[config.mk]
export PLATFORM = sky130hd
export DESIGN_NAME = regfile_dump_reader_flat
export DESIGN_NICKNAME = d
export VERILOG_FILES = /design/src/rtl/regfile_dump_reader_pkg.sv /design/src/rtl/regfile_dump_reader_if.sv /design/src/rtl/regfile_dump_reader.sv /design/src/flat_wrapper.sv
export SDC_FILE = /design/constraint.sdc
export NUM_CORES = 1
export LEC_CHECK = 0
export BUFFER_PORTS_ARGS = -buffer_cell sky130_fd_sc_hd__buf_2
export CORE_MARGIN = 8
export CORE_UTILIZATION = 45
export DETAILED_ROUTE_END_ITERATION = 12
export PLACE_DENSITY = 0.7
export SLEW_MARGIN = 15
export SYNTH_ARGS = -nofsm -noshare
export SYNTH_HDL_FRONTEND = slang
export SYNTH_SLANG_ARGS = --single-unit
[constraint.sdc]
create_clock -name clk_i -period 1.7 [get_ports clk_i]
set_input_delay 0.17 -clock clk_i [delete_from_list [all_inputs] [get_ports clk_i]]
set_output_delay 0.17 -clock clk_i [all_outputs]
set_load 0.01 [all_outputs]
[src/rtl/regfile_dump_reader_pkg.sv]
// Shared types and sizing for the register-file debug readout path.
package regfile_dbg_pkg;

  localparam int REG_ADDR_W   = 5;
  localparam int REG_DATA_W   = 32;
  localparam int NUM_INT_REGS = 32;

  typedef enum logic [2:0] {
    IDLE,
    FETCH,
    SEND,
    CSUM,
    DONE
  } dump_state_e;

endpackage

[src/rtl/regfile_dump_reader_if.sv]
// Valid/ready word stream carrying a register value (or checksum) and its index.
interface regfile_dump_reader_if
  import regfile_dbg_pkg::*;
#(
  parameter int ADDR_W = REG_ADDR_W,
  parameter int DATA_W = REG_DATA_W
);
  logic [DATA_W-1:0] data;
  logic [ADDR_W-1:0] addr;
  logic              valid;
  logic              ready;
  logic              last;

  modport master (output data, addr, valid, last, input ready);
  modport slave  (input data, addr, valid, last, output ready);
endinterface

[src/rtl/regfile_dump_reader.sv]
// Sweeps the register file read port and streams every word, then an optional XOR checksum.
// state | meaning
// IDLE  | waiting for start_i
// FETCH | capture rd_data_i at idx into the output word
// SEND  | word offered downstream, held until accepted
// CSUM  | load then offer the checksum word (addr 0, last)
// DONE  | one-cycle completion pulse
module regfile_dump_reader
  import regfile_dbg_pkg::*;
#(
  parameter int NUM_REGS    = NUM_INT_REGS,
  parameter int ADDR_W      = REG_ADDR_W,
  parameter int DATA_W      = REG_DATA_W,
  parameter bit APPEND_CSUM = 1'b1
) (
  input  logic                  clk_i,
  input  logic                  rst_i,
  input  logic                  start_i,
  output logic                  busy_o,
  output logic                  done_o,
  output logic [ADDR_W-1:0]     rd_addr_o,
  input  logic [DATA_W-1:0]     rd_data_i,
  regfile_dump_reader_if.master out_if
);

  dump_state_e       state_q;
  logic [ADDR_W-1:0] idx_q;
  logic [DATA_W-1:0] csum_q;
  logic [DATA_W-1:0] data_q;
  logic [ADDR_W-1:0] addr_q;
  logic              valid_q;
  logic              last_q;
  logic              busy_q;
  logic              done_q;
  logic              is_last;

  assign is_last = (idx_q == ADDR_W'(NUM_REGS - 1));

  always_ff @(posedge clk_i) begin
    if (rst_i) begin
      state_q <= IDLE;
      idx_q   <= '0;
      csum_q  <= '0;
      data_q  <= '0;
      addr_q  <= '0;
      valid_q <= 1'b0;
      last_q  <= 1'b0;
      busy_q  <= 1'b0;
      done_q  <= 1'b0;
    end else begin
      done_q <= 1'b0;
      unique case (state_q)
        IDLE: begin
          if (start_i) begin
            idx_q   <= '0;
            csum_q  <= '0;
            busy_q  <= 1'b1;
            state_q <= FETCH;
          end
        end
        FETCH: begin
          data_q  <= rd_data_i;
          addr_q  <= idx_q;
          valid_q <= 1'b1;
          last_q  <= is_last && !APPEND_CSUM;
          state_q <= SEND;
        end
        SEND: begin
          if (out_if.ready) begin
            csum_q  <= csum_q ^ data_q;
            valid_q <= 1'b0;
            if (is_last) begin
              if (APPEND_CSUM) begin
                state_q <= CSUM;
              end else begin
                state_q <= DONE;
                done_q  <= 1'b1;
              end
            end else begin
              idx_q   <= idx_q + 1'b1;
              state_q <= FETCH;
            end
          end
        end
        CSUM: begin
          // First cycle loads the accumulated checksum, then it is offered like any word.
          if (!valid_q) begin
            data_q  <= csum_q;
            addr_q  <= '0;
            last_q  <= 1'b1;
            valid_q <= 1'b1;
          end else if (out_if.ready) begin
            valid_q <= 1'b0;
            last_q  <= 1'b0;
            state_q <= DONE;
            done_q  <= 1'b1;
          end
        end
        DONE: begin
          busy_q  <= 1'b0;
          state_q <= IDLE;
        end
        default: state_q <= IDLE;
      endcase
    end
  end

  assign busy_o       = busy_q;
  assign done_o       = done_q;
  assign rd_addr_o    = idx_q;
  assign out_if.data  = data_q;
  assign out_if.addr  = addr_q;
  assign out_if.valid = valid_q;
  assign out_if.last  = last_q;

endmodule

[src/flat_wrapper.sv]
// flat-port wrapper written by rule: the top's interface ports become plain ports
module regfile_dump_reader_flat import regfile_dbg_pkg::*;
#(
  parameter int NUM_REGS    = NUM_INT_REGS,
  parameter int ADDR_W      = REG_ADDR_W,
  parameter int DATA_W      = REG_DATA_W,
  parameter bit APPEND_CSUM = 1'b1
)
  (clk_i, rst_i, start_i, busy_o, done_o, rd_addr_o, rd_data_i, out_if_data, out_if_addr, out_if_valid, out_if_last, out_if_ready);
  regfile_dump_reader_if #(.ADDR_W(ADDR_W), .DATA_W(DATA_W)) out_if_i ();
  input  logic clk_i;
  input  logic rst_i;
  input  logic start_i;
  output logic busy_o;
  output logic done_o;
  output logic [ADDR_W-1:0] rd_addr_o;
  input  logic [DATA_W-1:0] rd_data_i;
  output wire logic [$bits(out_if_i.data)-1:0] out_if_data;
  output wire logic [$bits(out_if_i.addr)-1:0] out_if_addr;
  output wire logic [$bits(out_if_i.valid)-1:0] out_if_valid;
  output wire logic [$bits(out_if_i.last)-1:0] out_if_last;
  input wire logic [$bits(out_if_i.ready)-1:0] out_if_ready;
  assign out_if_data = out_if_i.data;
  assign out_if_addr = out_if_i.addr;
  assign out_if_valid = out_if_i.valid;
  assign out_if_last = out_if_i.last;
  assign out_if_i.ready = out_if_ready;
  regfile_dump_reader #(.NUM_REGS(NUM_REGS), .ADDR_W(ADDR_W), .DATA_W(DATA_W), .APPEND_CSUM(APPEND_CSUM)) u_core (.clk_i(clk_i), .rst_i(rst_i), .start_i(start_i), .busy_o(busy_o), .done_o(done_o), .rd_addr_o(rd_addr_o), .rd_data_i(rd_data_i), .out_if(out_if_i));
endmodule
==> summary by stage <==
Placement
In this run the tool buffered the top-level ports with 81 buffer cells. The congestion estimate from routability-driven global placement came to 0.773. The placed wire-length estimate is 7260 µm.

Floorplan
The full die area is 12,300 µm². After floorplanning, the core was sized to cover 8760 µm². In this run the count of I/O pins placed on the die edge is 82.

The width of the die is 111 µm. After floorplanning, the core was divided into 34 placement rows. In this run the vertical extent of the chip is 111 µm. The starting density of the core is 0.464.

Timing
The final count of pins violating max slew came to 0. The portion of the clock cycle consumed by the worst path in the final layout is 0.969. The worst pin sits at a relative slew slack of 0.693.

Static timing analysis puts the maximum clock frequency at 607 MHz. The hold violation count in the final report is 0. For the pin with the worst max-slew slack, the measured transition is 0.456 ns.

The clock period minus worst slack is ~1.6 ns. The final setup violation count is 0. Between clock sinks in the finished design, the worst skew comes to 0.0135 ns.

Drt
The total met2 wirelength after detailed routing is roughly 4900 µm. After detailed routing, the average wire length per cell comes to 16.3 µm. The DRC marker count from the first detailed-route iteration is 136. Using the TritonRoute via totals, the vias-per-cell ratio works out to 5.63.

Once detail routing completed, the nets flagged for antenna violations numbered 0. Signal routing reaches up to met4. Detailed routing placed a total of about 630 µm of wire on met3. Summing over every cut layer, the via total after detailed routing is roughly 3,600. The routed design has 10,500 µm of wire. For this block, wires on met1 add up to 4900 µm.

The number of remaining DRC errors is 0. The first-pass detailed-route iteration total is 4.

Setup path
The critical path is of the reg2reg type. The signal on the critical path passes through ha_2 > and3_4 > ha_4 > nand3b_1 > a21oi_2 > mux2i_1. The worst stage delay on the critical path is 0.33 ns. The maximum net fanout on the critical path is 5. STA classifies the critical path startpoint as a register. STA puts the critical path data required time at 1.98 ns. The length in cells of the worst reg-to-reg path is 6.

The endpoint class of the critical path is a register. For the worst setup path, the data arrival time is just under 2 ns. The slowest stage of the critical path belongs to the cell dfxtp_2.

Layout
Fill cells in the final layout number 821. 0 antenna diodes ended up in the layout. The number of nets in the finished design is 572. From synthesis to final layout, the design area changed by 19.6%. Once layout is complete, the utilization of the core stands at 0.555. In the final layout, the share of cells above drive strength 1 is 0.252.

Logic synthesis
The number of register bits inferred by synthesis is 81. For this run, the register share of the synthesized area comes to 0.399. After technology mapping, the gate count stands at 459. The number of nets in the synthesized netlist is 497. The share of flip-flops with an asynchronous set or reset after synthesis is 0. The number of flops mapped to enable cells by yosys is 0. The post-synthesis cell type count is 39. For this run, the leading register cell type out of synthesis is dfxtp_1. The average instance in the mapped netlist occupies around 9 µm².

The count of yosys warnings during synthesis is 0. The cell area that synthesis handed to floorplanning was 4070 µm².

CTS
TritonCTS built the clock tree. The cell sitting at the root of the clock tree is a clkbuf_8. Clock tree synthesis inserted a total of 9 buffers. The number of clock sinks is 81. In this run the deepest clock path goes through 2 buffers. The H-tree depth is 3. The clock latency on the worst-skew pair is 0.35 ns. The clock-pin slew on the worst setup and hold paths is ~0.09 ns.

Pwr
The overall power of the completed layout is 4.21 mW. The power density of the placed cells is 866 nW/µm². The analysis attributes to cell leakage a power of 2.00 nW.

The maximum ir drop on the vdd rail is 0.000370 V.

Run status
The run finished with clean final reports.

Global route
The global-route congestion overflow total is 0. The pin count of the biggest net entering global routing is 65. The wire length of the first global-routing pass is 17,800 µm. The number of antenna violations at the first check in global routing is 0. The total track usage is 0.169. The via count of the first global-routing pass came to 3,651.

Job
Max-cap violations in this run came to 0.

Min path
The hold path depth is 3. In this run the worst hold path is classified as in2reg.
[per-layer routing]
metal,global-route usage,vias up
met3,0.0384,8
met5,0,-
met4,0.0640,0
met1,0.206,1706
li1,-,1834
met2,0.283,97
[what timing repair did]
action                     in CTS  in global routing
pin swaps                       1                  1
setup endpoints to repair       3                 12
setup buffers                   0                  1
hold buffers                    0                  0
resized for setup               1                  8
[cells by family (layout without fill, tap and decap cells)]
| family | count (synthesis) | after routing | synth area share |
|---|---|---|---|
| fa+ha+maj | 2 | 2 | 0.00615 |
| mux | 35 | 35 | 0.0861 |
| compound gates | 155 | 155 | 0.238 |
| simple gates | 107 | 107 | 0.181 |
| flops | 81 | 81 | 0.399 |
| buf+inv | 79 | 159 | 0.0901 |
[placed cells by master, fill, tap and decap left out, drive strengths merged]
cell	count
buf	107
dfxtp	81
a211oi	67
o21ai	41
a21oi	41
nand2b	40
inv	36
mux2i	35
or4	33
clkbuf	13
nand2	6
nand3b	4
nor2	4
nor2b	3
nor3b	3
nand4b	2
or3	2
nor4bb	2
clkinv	2
or2	2
ha	2
and3	1
and2	1
nand4bb	1
nand3	1
or4b	1
o311ai	1
a221oi	1
o22ai	1
a311oi	1
a211o	1
nor3	1
a21bo	1
clkinvlp	1
[stage by stage]
stage / setup slack, ns / hold WS, ns / cells / setup TNS (ns) / area, µm²
5_1_grt: -0.00353 / 0.151 / 647 / -0.00494 / 4860
6_report: 0.0526 / 0.151 / 647 / 0 / 4860
3_3_place_gp: 0.0192 / 0.453 / 630 / 0 / 4630
4_1_cts: 0.0103 / 0.143 / 646 / 0 / 4820
2_1_floorplan: 0.0145 / 0.287 / 459 / 0 / 4070
3_5_place_dp: -0.0658 / 0.467 / 630 / -0.174 / 4630
[final cells by class]
class / instances / area [µm²] / area share
flip-flops and latches: 81 / 1620 / 0.334
well taps: 108 / 135 / 0.0278
clock inverters: 3 / 25.0 / 0.00514
inverters: 36 / 135 / 0.0278
clock buffers: 13 / 159 / 0.0327
multi-input cells: 299 / 2140 / 0.439
repair buffers: 107 / 651 / 0.134
[cell usage after synthesis (all sizes together), types with 2 or more instances]
master   n  area share
inv     36       0.033
nor4bb   2      0.0049
or3      2      0.0031
dfxtp   81        0.40
nor3b    3      0.0095
nand2    6      0.0055
mux2i   35       0.086
or2      2      0.0031
or4     33       0.061
nor2     4      0.0037
a21oi   41       0.050
ha       2      0.0062
nor2b    3      0.0046
o21ai   41       0.050
a211oi  67        0.12
nand2b  40       0.062
nand3b   4      0.0074
buf     31       0.046
clkbuf  12       0.011
nand4b   2      0.0043
[worst paths after layout]
kind                                             from                     end  slack (ns)
worst min-delay path                    rd_data_i[26]  u_core.out_if.data[26]        0.15
worst max-delay path              u_core.rd_addr_o[0]     u_core.rd_addr_o[1]        0.05
worst min register to register  u_core.out_if.addr[3]   u_core.out_if.addr[3]        0.47
worst max register to register    u_core.rd_addr_o[0]     u_core.rd_addr_o[1]        0.05
[registers in the layout, summed over array words and instances, names as in the netlist]
signal               count
u_core.busy_o            1
u_core.out_if.data      32
u_core.csum_q           32
u_core.rd_addr_o         5
u_core.out_if.addr       5
u_core.out_if.last       1
u_core.state_q           3
u_core.out_if.valid      1
u_core.done_o            1
[where the power goes]
group | leakage [nW] | internal, mW | switching, mW
clock network | 0.0898 | 0.617 | 0.684
registers | 0.659 | 2.00 | 0.0900
logic | 1.25 | 0.356 | 0.468
[critical path: cells and delay by family, from the launching register on]
| kind | cells | cell delay, ns |
|---|---|---|
| fa+ha+maj | 2 | 0.35 |
| mux | 1 | 0.20 |
| flops | 1 | 0.33 |
| compound gates | 1 | 0.27 |
| simple gates | 2 | 0.42 |
Note: power is estimated with default switching activity, not from simulation.
